--- src/rtl/sd_rr_burst_arb.sv ---
// sd_rr_burst_arb: round-robin arbiter that locks a grant for up to max_burst beats and feeds one registered srdy/drdy output.
module sd_rr_burst_arb #(
  parameter int width = 8,
  parameter int inputs = 4,
  parameter int max_burst = 4,
  parameter int isz = $clog2(inputs),
  parameter int bsz = $clog2(max_burst + 1)
) (
  input  logic                    clk,
  input  logic                    reset,
  input  logic [inputs-1:0]       c_srdy,
  input  logic [inputs*width-1:0] c_data,
  output logic [inputs-1:0]       c_drdy,
  output logic                    p_srdy,
  output logic [width-1:0]        p_data,
  output logic [isz-1:0]          p_grant,
  input  logic                    p_drdy,
  output logic                    busy
);
  typedef enum logic {IDLE, BURST} state_t;
  state_t state, state_nxt;
  logic [isz-1:0] rr_ptr, rr_nxt, owner, owner_nxt, sel, g;
  logic [bsz-1:0] cnt, cnt_nxt;
  logic load, req, xfer;
  function automatic logic [isz-1:0] inc(input logic [isz-1:0] v);
    return (int'(v) == inputs - 1) ? '0 : v + 1'b1;
  endfunction
  assign load = ~p_srdy | p_drdy;
  assign req = |c_srdy;
  assign busy = (state == BURST);
  assign g = busy ? owner : sel;
  assign xfer = |(c_srdy & c_drdy);
  // Descending scan so the requester closest to rr_ptr is the last (winning) assignment.
  always_comb begin
    sel = '0;
    for (int j = inputs - 1; j >= 0; j--)
      if (c_srdy[(int'(rr_ptr) + j) % inputs]) sel = isz'((int'(rr_ptr) + j) % inputs);
  end
  always_comb begin
    state_nxt = state;
    rr_nxt = rr_ptr;
    owner_nxt = owner;
    cnt_nxt = cnt;
    c_drdy = reset ? '0 : busy ? ((inputs'(1) << owner) & {inputs{load}})
                               : ((inputs'(1) << sel) & {inputs{load & req}});
    if (!busy) begin
      if (xfer && max_burst == 1) rr_nxt = inc(sel);
      else if (xfer) begin
        owner_nxt = sel;
        cnt_nxt = bsz'(1);
        state_nxt = BURST;
      end
    end else if (!c_srdy[owner] || (xfer && int'(cnt) + 1 == max_burst)) begin
      state_nxt = IDLE;
      rr_nxt = inc(owner);
    end else if (xfer) cnt_nxt = cnt + 1'b1;
  end
  always_ff @(posedge clk) begin
    if (reset) begin
      state <= IDLE;
      rr_ptr <= '0;
      owner <= '0;
      cnt <= '0;
      p_srdy <= 1'b0;
      p_data <= '0;
      p_grant <= '0;
    end else begin
      state <= state_nxt;
      rr_ptr <= rr_nxt;
      owner <= owner_nxt;
      cnt <= cnt_nxt;
      if (xfer) begin
        p_srdy <= 1'b1;
        p_data <= c_data[int'(g)*width +: width];
        p_grant <= g;
      end else if (p_drdy) p_srdy <= 1'b0;
    end
  end
`ifdef SD_INLINE_ASSERTION_ON
  a_drdy_onehot: assert property (@(posedge clk) disable iff (reset) $onehot0(c_drdy));
  a_hold: assert property (@(posedge clk) disable iff (reset)
    p_srdy && !p_drdy |=> $stable(p_data) && $stable(p_grant));
  a_cnt: assert property (@(posedge clk) disable iff (reset) int'(cnt) <= max_burst);
`endif
endmodule
--- config.mk ---
export PLATFORM = sky130hd
export DESIGN_NAME = sd_rr_burst_arb
export DESIGN_NICKNAME = d
export VERILOG_FILES = /design/src/rtl/sd_rr_burst_arb.sv
export SDC_FILE = /design/constraint.sdc
export NUM_CORES = 1
export LEC_CHECK = 0
export CAP_MARGIN = 10
export CORE_ASPECT_RATIO = 1.1
export CORE_UTILIZATION = 44
export DETAILED_ROUTE_END_ITERATION = 10
export PLACE_DENSITY = 0.85
export SLEW_MARGIN = 20
export SYNTH_ARGS = -nofsm -noshare
export SYNTH_HDL_FRONTEND = slang
export SYNTH_SLANG_ARGS = --single-unit
--- constraint.sdc ---
create_clock -name clk -period 3 [get_ports clk]
set_clock_uncertainty 0.15 [all_clocks]
set_input_delay 0.45 -clock clk [delete_from_list [all_inputs] [get_ports clk]]
set_output_delay 0.45 -clock clk [all_outputs]
set_load 0.05 [all_outputs]
==> metrics.txt <==
f_max 0.352 GHz; Max stage delay on crit path 570 ps; die area 3610 µm²; wirelength, routed 4060 µm; number of nets with antenna violations after routing 0; Buf/Inv on CP 2; area growth from synthesis to layout 47.2%; I/O pin total 55; met3 wire length 134 µm; GRT Residual Overflow 0; FP Rows 21; DR vias/cell 5.73; Synth warnings 0; Yosys top cell by area dfxtp_1; syn_nets 221; worst-path cell chain clkdlybuf4s50_1, nand2b_4, a2111oi_4, or2_1, nand3_1, a21oi_1, buf_12; Critical Path End Type output port; vias in the first global route 1458; WHS Path Cells 2; final setup margin 159 ps; fin nets 284; FF+latch count, synth 19; Synth Flop Type dfxtp_1; vias 1565; run status complete, but fails checks; CTS H-tree depth 1; HP Start p_data[3]$_SDFFE_PP0P_; Post-synth EDFFs 0; wire per inst 14.9 µm; WL met1 1730 µm; max_cap viols 0; TritonCTS clock tree done; post-DP HPWL 3220 µm; initial antenna violation count 0; Root Driver clkbuf_4; R2R Path End cnt[0]$_SDFFE_PP0P_; final setup fails 0; Hold Violations, Final 0; dpl ws -145 ps; Critical Path Fanout Max 4; post-CTS resize count 0; hold crit path type reg2reg; Worst-Margin Slew 874 ps; Post-CTS Hold Buffers 0; Final Critical Period 2840 ps; nature of the critical path startpoint input port; ratio of final minimum period to clock period 0.947; port buffer count 54; Met2 Routed Length 2050 µm; Lkg Pwr 0.860 nW; Highest Signal Layer met4; PD cells 402 nW/µm²; Worst-path clk slew 120 ps; ys async rst share 0; Peak VDD IR 271 µV; post-synth cell types 52; worst r2r path cells 8; Num CTS Buffers 3; Synth Area per Inst 8.40 µm²; Ant. Diodes 0; Starting Density 0.475; Post-Layout Cell Count 273; first-iteration detailed-routing DRC count 76; Die Span X 57.4 µm; Crit Path Category in2out; Slew Limit Fails 0; FILL cells 234; Clock Latency Late Sink 310 ps; core area 3130 µm²; Hold EP p_data[3]$_SDFFE_PP0P_; overall global routing resource usage 0.230; top area cells in the synthesized netlist dfxtp_1, a21oi_1, mux2_2; largest net degree at the start of global routing 26; Max-slew headroom 0.417; layout cell share with drive strength beyond 1 0.192; GPL Wtd Cong 0.855; slowest stage cell, crit path clkdlybuf4s50_1; Setup Buffers After CTS 0; Max clock buf depth 2; top cell type's share of synthesized area 0.256; first-pass GRT wire length 6530 µm; reg2reg start busy$_SDFF_PP0_; Post-Synthesis Cells 177; CP arrival 2240 ps; register area share after synthesis 0.256; placed insts 269; failing checks DRC; drt drc 1; iteration count of the initial detailed-routing pass 7; clock sink count 19; crit-path leading delay family buffers and inverters; WP data required 2400 ps; Mapped Area 1490 µm²; chip height 63.0 µm; r2r setup slk 310 ps; RSZ-0062 raised after global routing no
## logic make-up (layout without fill, tap and decap cells)
group | Yosys count | after routing | share of synthesized area
AOI/OAI and AO/OA | 50 | 50 | 0.261
adders and majority gates | 5 | 5 | 0.0421
buffers and inverters | 17 | 79 | 0.0589
DFF | 19 | 19 | 0.256
muxes | 18 | 18 | 0.140
and+or+nand+nor | 68 | 68 | 0.242
## power breakdown
group	leakage, nW	internal (mW)	total, mW	switching (mW)
sequential	0.155	0.277	0.299	0.0224
clock	0.0177	0.0498	0.133	0.0835
combinational	0.687	0.209	0.448	0.239
## synth_stat cells (all sizes together), types with 2 or more instances
library cell,count
nor3,3
nand2,23
mux2i,8
and2,3
ha,5
mux2,9
a21oi,19
nand3,8
clkbuf,6
inv,5
nand2b,6
o21ai,3
nor2b,4
buf,6
nor2,10
o211ai,10
and2b,2
a211o,2
nor3b,3
dfxtp,19
## placed cells by master (no fill, tap or decap), drive strengths merged, types with 2 or more instances in the layout
cell and count:
clkdlybuf4s50 50, nand2 23, buf 20, dfxtp 19
a21oi 19, nor2 10, o211ai 10, mux2 9
mux2i 8, nand3 8, nand2b 6, inv 5
ha 5, nor2b 4, nor3b 3, and2 3
clkbuf 3, nor3 3, o21ai 3, and2b 2
a211o 2
## registers in the layout (all words and copies together), names as in the netlist
signal   flops
p_data       8
p_srdy       1
owner        2
busy         1
cnt          3
p_grant      2
rr_ptr       2
## area by class of cell
class                      instances  area [µm²]  share of cell area
timing repair buffer              70         701               0.320
clock inverter                     1        5.00             0.00229
inverter                           5        18.8             0.00858
clock buffer                       3        22.5              0.0103
multi-input combinational        141        1020               0.465
sequential                        19         380               0.174
tap                               34        42.5              0.0194
## stage by stage
stage	utilization	cell area [µm²]	setup TNS (ps)	power (mW)	hold slack [ps]
floorplan	-	1490	0	0.584	305
global placement	0.691	2160	-309	0.741	288
detailed placement	0.691	2160	-797	0.749	296
CTS	0.700	2190	0	0.883	314
global route	0.700	2190	0	0.929	342
finish	0.700	2190	0	0.880	310
## worst min-delay path: cells and delay by family, from the launching register on
kind	cells	cell delay, ps
AO/OA/AOI/OAI	1	50
flip-flops	1	330
AND/OR/NAND/NOR	1	50
## how the worst max path moves through the flow
stage,startpoint,endpoint,slack (ps),depth (start not counted)
floorplan,busy$_SDFF_PP0_,c_drdy[3],270,5
global placement,c_srdy[2],p_data[5]$_SDFFE_PP0P_,-50,7
detailed placement,c_srdy[2],p_data[1]$_SDFFE_PP0P_,-140,9
CTS,c_srdy[3],c_drdy[3],160,7
global route,c_srdy[1],c_drdy[3],20,8
finish,c_srdy[3],c_drdy[3],160,7
## routing by layer
metal  vias to the layer above  GRT usage
met3                        16     0.0373
met1                       733      0.286
li1                        776          -
met4                         0      0.137
met5                         -          0
met2                        40      0.365
Power figures use the tool's default switching activity.
